[src/rtl/tlb_pkg.sv]
// Shared TLB-path definitions: PTE bit positions, exception causes,
// privilege encodings and the leaf-PTE checker FSM states.
package tlb_pkg;

  localparam int unsigned PTE_V       = 0;
  localparam int unsigned PTE_R       = 1;
  localparam int unsigned PTE_W       = 2;
  localparam int unsigned PTE_X       = 3;
  localparam int unsigned PTE_U       = 4;
  localparam int unsigned PTE_G       = 5;
  localparam int unsigned PTE_A       = 6;
  localparam int unsigned PTE_D       = 7;
  localparam int unsigned PTE_PPN_LSB = 10;

  localparam int unsigned CAUSE_W = 4;

  localparam logic [CAUSE_W-1:0] CAUSE_NONE = 4'd0;
  localparam logic [CAUSE_W-1:0] CAUSE_IPF  = 4'd12;
  localparam logic [CAUSE_W-1:0] CAUSE_LPF  = 4'd13;
  localparam logic [CAUSE_W-1:0] CAUSE_SPF  = 4'd15;
  localparam logic [CAUSE_W-1:0] CAUSE_IAF  = 4'd1;
  localparam logic [CAUSE_W-1:0] CAUSE_LAF  = 4'd5;
  localparam logic [CAUSE_W-1:0] CAUSE_SAF  = 4'd7;

  localparam int unsigned PRIV_W = 4;

  localparam logic [PRIV_W-1:0] PRIV_U = 4'b0001;
  localparam logic [PRIV_W-1:0] PRIV_S = 4'b0010;
  localparam logic [PRIV_W-1:0] PRIV_M = 4'b1000;

  typedef enum logic [1:0] {
    ST_IDLE,
    ST_CHECK,
    ST_WB,
    ST_RSP
  } state_t;

endpackage

[src/rtl/pte_perm_comb.sv]
// Combinational leaf-PTE check: encoding, superpage alignment, privilege,
// access type and A/D state, plus the page/access fault cause for the access.
module pte_perm_comb
  import tlb_pkg::*;
#(
  parameter int unsigned XLEN         = 64,
  parameter int unsigned LEVELS       = 3,
  parameter int unsigned HW_AD_UPDATE = 1,
  localparam int unsigned LW          = (LEVELS > 1) ? $clog2(LEVELS) : 1
) (
  input  logic [XLEN-1:0]    pte,
  input  logic [LW-1:0]      level,
  input  logic [PRIV_W-1:0]  priv,
  input  logic               mxr,
  input  logic               sum,
  input  logic               rd,
  input  logic               wr,
  input  logic               ex,
  output logic               fault_c,
  output logic               ad_needed_c,
  output logic [CAUSE_W-1:0] pf_cause_c,
  output logic [CAUSE_W-1:0] af_cause_c
);

  localparam int unsigned VPN_W = (XLEN == 32) ? 10 : 9;
  localparam int unsigned PPN_W = XLEN - PTE_PPN_LSB;
  localparam logic        HW_AD = (HW_AD_UPDATE != 0);

  logic v, r, w, x, u, a, d;
  logic enc_bad, misaligned, priv_bad, access_bad, ad_missing, base_fault;
  logic [PPN_W-1:0] ppn, align_mask;
  logic [31:0]      align_bits;
  logic             unused_pte_bits;

  assign v = pte[PTE_V];
  assign r = pte[PTE_R];
  assign w = pte[PTE_W];
  assign x = pte[PTE_X];
  assign u = pte[PTE_U];
  assign a = pte[PTE_A];
  assign d = pte[PTE_D];

  // G and the software RSW bits play no part in the permission decision
  assign unused_pte_bits = ^{pte[PTE_G], pte[9:8]};

  // Invalid, reserved R=0/W=1, or a pointer PTE that should not reach a leaf check
  assign enc_bad = !v || (!r && w) || (!r && !x);

  // A level-L superpage must have the low L VPN-slices of its PPN clear
  assign ppn        = pte[XLEN-1:PTE_PPN_LSB];
  assign align_bits = VPN_W * 32'(level);
  assign align_mask = ~({PPN_W{1'b1}} << align_bits);
  assign misaligned = |(ppn & align_mask);

  always_comb begin
    priv_bad = 1'b1;
    case (priv)
      PRIV_U:  priv_bad = !u;
      PRIV_S:  priv_bad = u && (!sum || ex);
      PRIV_M:  priv_bad = 1'b0;
      default: priv_bad = 1'b1;
    endcase
  end

  assign access_bad = (rd && !(r || (x && mxr))) || (wr && !w) || (ex && !x)
                   || !(rd || wr || ex);

  assign ad_missing = !a || (wr && !d);
  assign base_fault = enc_bad || misaligned || priv_bad || access_bad;

  assign fault_c     = base_fault || (ad_missing && !HW_AD);
  assign ad_needed_c = !base_fault && ad_missing && HW_AD;

  always_comb begin
    pf_cause_c = CAUSE_LPF;
    af_cause_c = CAUSE_LAF;
    if (ex) begin
      pf_cause_c = CAUSE_IPF;
      af_cause_c = CAUSE_IAF;
    end else if (wr) begin
      pf_cause_c = CAUSE_SPF;
      af_cause_c = CAUSE_SAF;
    end
  end

endmodule

[src/rtl/pte_perm_check.sv]
// Leaf-PTE permission checker between the page-table walker and TLB refill:
// latches one request, checks it, optionally writes back A/D, then responds.
module pte_perm_check
  import tlb_pkg::*;
#(
  parameter int unsigned XLEN         = 64,
  parameter int unsigned LEVELS       = 3,
  parameter int unsigned HW_AD_UPDATE = 1,
  localparam int unsigned LW          = (LEVELS > 1) ? $clog2(LEVELS) : 1
) (
  input  logic               clk,
  input  logic               rst_n,
  input  logic [PRIV_W-1:0]  priv,
  input  logic               mxr,
  input  logic               sum,
  input  logic               req_valid,
  output logic               req_ready,
  input  logic               req_read,
  input  logic               req_write,
  input  logic               req_execute,
  input  logic [XLEN-1:0]    req_pte,
  input  logic [XLEN-1:0]    req_pte_addr,
  input  logic [LW-1:0]      req_level,
  output logic               rsp_valid,
  input  logic               rsp_ready,
  output logic               rsp_ok,
  output logic [CAUSE_W-1:0] rsp_cause,
  output logic [XLEN-1:0]    rsp_pte,
  output logic               wb_valid,
  input  logic               wb_ready,
  input  logic               wb_err,
  output logic [XLEN-1:0]    wb_addr,
  output logic [XLEN-1:0]    wb_data
);

  state_t state, state_nx;

  logic [XLEN-1:0]   pte_q, addr_q, ad_pte;
  logic [LW-1:0]     level_q;
  logic [PRIV_W-1:0] priv_q;
  logic              mxr_q, sum_q, rd_q, wr_q, ex_q;
  logic              latch_en;

  logic               req_ready_nx, rsp_valid_nx, rsp_ok_nx, wb_valid_nx;
  logic [CAUSE_W-1:0] rsp_cause_nx;
  logic [XLEN-1:0]    rsp_pte_nx, wb_addr_nx, wb_data_nx;

  logic               fault_c, ad_needed_c;
  logic [CAUSE_W-1:0] pf_cause_c, af_cause_c;

  pte_perm_comb #(
    .XLEN         (XLEN),
    .LEVELS       (LEVELS),
    .HW_AD_UPDATE (HW_AD_UPDATE)
  ) u_comb (
    .pte         (pte_q),
    .level       (level_q),
    .priv        (priv_q),
    .mxr         (mxr_q),
    .sum         (sum_q),
    .rd          (rd_q),
    .wr          (wr_q),
    .ex          (ex_q),
    .fault_c     (fault_c),
    .ad_needed_c (ad_needed_c),
    .pf_cause_c  (pf_cause_c),
    .af_cause_c  (af_cause_c)
  );

  // Value written back to memory: A always set, D set for writes
  always_comb begin
    ad_pte        = pte_q;
    ad_pte[PTE_A] = 1'b1;
    ad_pte[PTE_D] = pte_q[PTE_D] | wr_q;
  end

  // Request latch; mode bits are captured here so later changes are ignored
  always_ff @(posedge clk or negedge rst_n) begin
    if (!rst_n) begin
      pte_q   <= '0;
      addr_q  <= '0;
      level_q <= '0;
      priv_q  <= '0;
      mxr_q   <= 1'b0;
      sum_q   <= 1'b0;
      rd_q    <= 1'b0;
      wr_q    <= 1'b0;
      ex_q    <= 1'b0;
    end else if (latch_en) begin
      pte_q   <= req_pte;
      addr_q  <= req_pte_addr;
      level_q <= req_level;
      priv_q  <= priv;
      mxr_q   <= mxr;
      sum_q   <= sum;
      rd_q    <= req_read;
      wr_q    <= req_write;
      ex_q    <= req_execute;
    end
  end

  // Next state and next registered-output values
  always_comb begin
    state_nx     = state;
    latch_en     = 1'b0;
    req_ready_nx = req_ready;
    rsp_valid_nx = rsp_valid;
    rsp_ok_nx    = rsp_ok;
    rsp_cause_nx = rsp_cause;
    rsp_pte_nx   = rsp_pte;
    wb_valid_nx  = wb_valid;
    wb_addr_nx   = wb_addr;
    wb_data_nx   = wb_data;

    case (state)
      ST_IDLE: begin
        if (req_valid) begin
          latch_en     = 1'b1;
          state_nx     = ST_CHECK;
          req_ready_nx = 1'b0;
        end
      end

      ST_CHECK: begin
        if (fault_c) begin
          state_nx     = ST_RSP;
          rsp_valid_nx = 1'b1;
          rsp_ok_nx    = 1'b0;
          rsp_cause_nx = pf_cause_c;
          rsp_pte_nx   = pte_q;
        end else if (ad_needed_c) begin
          state_nx    = ST_WB;
          wb_valid_nx = 1'b1;
          wb_addr_nx  = addr_q;
          wb_data_nx  = ad_pte;
        end else begin
          state_nx     = ST_RSP;
          rsp_valid_nx = 1'b1;
          rsp_ok_nx    = 1'b1;
          rsp_cause_nx = CAUSE_NONE;
          rsp_pte_nx   = pte_q;
        end
      end

      ST_WB: begin
        if (wb_ready) begin
          state_nx     = ST_RSP;
          wb_valid_nx  = 1'b0;
          rsp_valid_nx = 1'b1;
          if (wb_err) begin
            rsp_ok_nx    = 1'b0;
            rsp_cause_nx = af_cause_c;
            rsp_pte_nx   = pte_q;
          end else begin
            rsp_ok_nx    = 1'b1;
            rsp_cause_nx = CAUSE_NONE;
            rsp_pte_nx   = wb_data;
          end
        end
      end

      ST_RSP: begin
        if (rsp_ready) begin
          state_nx     = ST_IDLE;
          rsp_valid_nx = 1'b0;
          req_ready_nx = 1'b1;
        end
      end

      default: state_nx = ST_IDLE;
    endcase
  end

  // State and output registers; reset abandons any in-flight writeback
  always_ff @(posedge clk or negedge rst_n) begin
    if (!rst_n) begin
      state     <= ST_IDLE;
      req_ready <= 1'b1;
      rsp_valid <= 1'b0;
      rsp_ok    <= 1'b0;
      rsp_cause <= '0;
      rsp_pte   <= '0;
      wb_valid  <= 1'b0;
      wb_addr   <= '0;
      wb_data   <= '0;
    end else begin
      state     <= state_nx;
      req_ready <= req_ready_nx;
      rsp_valid <= rsp_valid_nx;
      rsp_ok    <= rsp_ok_nx;
      rsp_cause <= rsp_cause_nx;
      rsp_pte   <= rsp_pte_nx;
      wb_valid  <= wb_valid_nx;
      wb_addr   <= wb_addr_nx;
      wb_data   <= wb_data_nx;
    end
  end

endmodule

[config.mk]
export PLATFORM = sky130hd
export DESIGN_NAME = pte_perm_check
export DESIGN_NICKNAME = d
export VERILOG_FILES = /design/src/rtl/tlb_pkg.sv /design/src/rtl/pte_perm_comb.sv /design/src/rtl/pte_perm_check.sv
export SDC_FILE = /design/constraint.sdc
export NUM_CORES = 1
export LEC_CHECK = 0
export ABC_AREA = 1
export CORE_AREA = 2 2 156 173
export CTS_BUF_LIST = sky130_fd_sc_hd__clkbuf_8
export DETAILED_ROUTE_END_ITERATION = 8
export DIE_AREA = 0 0 158 175
export MAX_ROUTING_LAYER = met4
export PLACE_DENSITY = 0.91
export SETUP_SLACK_MARGIN = 0.5
export SLEW_MARGIN = 20
export SYNTH_ARGS = -nofsm -noshare
export SYNTH_HDL_FRONTEND = slang
export SYNTH_HIERARCHICAL = 1
export SYNTH_SLANG_ARGS = --single-unit
export TNS_END_PERCENT = 1
[constraint.sdc]
create_clock -name clk -period 2.6 [get_ports clk]
set_input_delay 0.52 -clock clk [delete_from_list [all_inputs] [get_ports clk]]
set_output_delay 0.52 -clock clk [all_outputs]
set_load 0.02 [all_outputs]
==> results.md <==
* Outcome: finished, final reports clean
* Fraction of power consumed by the clock network at around a fifth
* RSZ-0062 raised after global routing: true
* Max clock buf depth at 3
* Initial DRC Count at roughly 1100
* Hold/Removal Path Class: register to register
* Worst setup SP type: register
* Post-synthesis mux area share at 3.75%
* Number of vias per cell at approximately 5.4
* Standard-cell row count at 62
* Simple-gate share of the synthesized area at 21.4%
* Average wire per cell in the routed design at around 19 um
* Sw frac at 38.3%
* Area Growth Syn to Fin at 39.2%
* Critical Setup Path Class: register to register
* Required time of the critical path at 3.11 ns
* Compound-cell area share of the yosys netlist at between 7 and 8%
* Pin count of the biggest net entering global routing at 76
* Endpoint type of the worst setup path: register
* Clk Latency, worst-skew pair at approximately 0.58 ns
* TritonCTS clock tree: built
* Internal Pwr Total at 13.0 mW
* First-pass iteration count of the detailed router at 5
* Top fanout value on the critical path at 17
* Remaining max-slew budget at the tightest pin at between 50% and 60%
* Overall die height at 175 um
* Leakage at between 9 and 10 nW
* Clock Root Buffer: clkbuf_8
* Sum Neg Setup Slack at 0 ns
* Wire length of the first global-routing pass at 65.3 mm
* DRC violation count after routing at 0
* Number of buffers added by the clock tree synthesis step at 51
* Quantity of I/O buffers inserted on ports at 344
* Total of endpoints with negative setup slack in the final report at 0
* Global route overflow at 0
* Area of the core at 25900 um^2
* Dpl ws at 0.117 ns
* Max capacitance violation total at 0
* Crit share post-route at 86.0%
* CTS H-tree lvls at 2
* Overall routed net length at roughly 44 mm
* Endpoint arrival time on the critical path at 2.74 ns
* Final RePlAce weighted congestion at 0.830
* Power density over the cells at 1080 nW/um^2
* Maximum achievable frequency at 447 MHz
* Number of unique standard cell types used by synthesis at 26
* Post-Syn Area per Cell at 8.91 um^2
* Via count of the routed design at 12600
* Die outline area at 27700 um^2
* Overall global routing resource usage at 30.9%
* Non-filler instance count after layout at ~2300
* Fraction of final layout cells sized beyond drive strength 1 at 10.7%
* Number of antenna-violating nets in the routed design at 0
* Top-area cell type share of the netlist area at 60.3%
* Placed Instances at between 2000 and 2500
* Hold Vio Cnt, Final at 0
* Worst supply voltage drop on vdd at 0.534 mV
* Gate power share at 41.2%
* Clock transition at the register clock pins on the worst setup and hold paths after CTS at 0.07 ns
* DP Wirelength at 26.3 mm
* Count of final max-slew check failures at 0
* Final Skew at 0.0324 ns
* Total of warnings raised by yosys at 6
* IO Pins at 345
* Final Worst Setup Slack at 0.364 ns
* Initial Util at 54.4%
* Post-synthesis xor/xnor area fraction at 0%
* Total standard cell area after synthesis at around 14000 um^2
* Total of flip-flops plus latches after synthesis at 341
* Final #Nets at 2102
* Share of synthesized cell area in full adder, half adder and majority cells at 0.621%
* Die Width at around 160 um
* Seq/Total Area, Yosys at about three fifths
* Largest cells by area after synthesis: dfrtp_1 (60%), nand2_1 (15%), mux2_2 (3.8%)
* Area leader, netlist: dfrtp_1
* Tightest Pin Transition at 0.636 ns
* Power spent charging and discharging nets at around 8.1 mW
* Vias in the first global route at 12700
* Clock sink count at 341
* Synthesized netlist cell count at 1583
* Largest family of logic cells by synthesized area: simple AND/OR/NAND/NOR gates
* Sequential share of power at 38.0%
* Final critical-path required period at 2.24 ns
* Antenna violations before repair at 4
## worst max-delay path: stages (launching register included)
cell,delay [ns]
dfrtp_1,0.40
nor2_1,0.16
nand2_1,0.09
o21ai_1,0.15
nand2_1,0.10
nor2_2,0.15
nand2_4,0.10
nor2_4,0.15
nand3_4,0.14
nand3_4,0.15
buf_12,0.16
clkbuf_16,0.21
nand2_1,0.10
nand2_1,0.10
## cell families (layout without fill, tap and decap cells)
logic type                 count (synthesis)  after routing
buffers and inverters                    215            616
adders and majority gates                  7              7
and+or+nand+nor                          770            770
DFF                                      341            341
AOI/OAI and AO/OA                        201            201
other                                      2              8
muxes                                     47             47
## power groups by stage
stage	clock, mW	sequential, mW	combinational [mW]
final	4.39	8.02	8.69
after global routing	4.69	8.19	9.44
after CTS	4.42	7.97	7.88
after detailed placement	0	8.04	7.28
after global placement	0	7.97	6.96
after floorplan	0	8.46	3.97
## state kept, by name, indices dropped and copies added (netlist names), 2 cells and up
name       cells
wb_data       64
addr_q        64
rsp_cause      4
priv_q         4
wb_addr       64
pte_q         64
state          2
rsp_pte       64
level_q        2
## worst paths after layout
check	start	endpoint	slack, ns	depth (start not counted)
worst max-delay path	pte_q[31]$_DFFE_PN0P_	rsp_pte[11]$_DFFE_PN0P_	0.36	13
worst min-delay path	rsp_pte[18]$_DFFE_PN0P_	rsp_pte[18]$_DFFE_PN0P_	0.48	2
worst max register to register	pte_q[31]$_DFFE_PN0P_	rsp_pte[11]$_DFFE_PN0P_	0.36	13
worst min register to register	rsp_pte[18]$_DFFE_PN0P_	rsp_pte[18]$_DFFE_PN0P_	0.48	2
max in group asynchronous	rst_n	addr_q[44]$_DFFE_PN0P_	1.13	3
min in group asynchronous	rst_n	priv_q[3]$_DFFE_PN0P_	0.53	2
## layout by cell type (no fill, tap or decap)
cell type,instances
nand3_4,2
buf_12,15
nand3_1,74
clkdlybuf4s50_1,342
inv_8,1
a21oi_1,92
nor2_4,2
nand2_4,2
o21ai_2,2
clkinvlp_4,1
ha_2,1
mux2_2,47
o21a_1,1
buf_4,23
inv_1,133
bufinv_16,1
dlygate4sd2_1,1
a21boi_0,1
nand2_1,564
clkbuf_16,8
nor2_1,110
clkinv_2,5
conb_1,4
dfstp_2,1
ha_1,6
inv_2,5
o21ai_0,95
diode_2,4
dlygate4sd3_1,1
clkbuf_8,66
nand2_2,12
nor2_2,4
dfrtp_1,340
o21bai_1,1
buf_16,6
o21ai_1,9
buf_8,7
inv_12,1
## synth_stat cells (all sizes together)
library cell  count
clkbuf           33
nor2            116
nand3            76
inv             122
o21a              1
ha                7
dfrtp           340
mux2             47
o21bai            1
clkinv            1
a21oi            92
conb              2
nand2           578
dfstp             1
a21boi            1
buf              59
o21ai           106
## area by class of cell
cell class              instances  area (um^2)
repair buffers                403         4390
clock inverters                23          119
inverters                     123          478
multi-input cells            1029         4740
clock buffers                  66          908
flip-flops and latches        341         8530
diodes                          4         10.0
fillers                      1698         6290
repair inverters                1         11.3
well taps                     352          440
## stage by stage
| stage | instance area, um^2 | total power, mW | util, % | hold WS (ns) |
|---|---|---|---|---|
| 2_1_floorplan | 14100 | 12.4 | - | 0.224 |
| 3_3_place_gp | 17900 | 14.9 | 69.2 | 0.445 |
| 3_5_place_dp | 17900 | 15.3 | 69.2 | 0.466 |
| 4_1_cts | 19200 | 20.3 | 74.1 | 0.482 |
| 5_1_grt | 19600 | 22.3 | 75.7 | 0.501 |
| 6_report | 19600 | 21.1 | 75.7 | 0.478 |
## layer usage
metal  vias to the layer above  track usage [%]  part of all wire (%)
met4                         0             15.6                   5.6
met5                         -                -                     0
met1                      6003             37.7                    37
met2                       699             48.8                    49
met3                       181             6.75                   8.9
li1                       5667                -                     -
## repair_timing
| item | 4_1_cts | 5_1_grt |
|---|---|---|
| pin swaps | 5 | 11 |
| setup endpoints to repair | 265 | 338 |
| gates resized for setup | 21 | 36 |
| hold endpoints to repair | 66 | 0 |
| cloned | 4 | 8 |
| buffers inserted | 7 | 12 |
| hold buffers | 1 | 0 |
No activity file was read; power rests on OpenSTA's default activity.
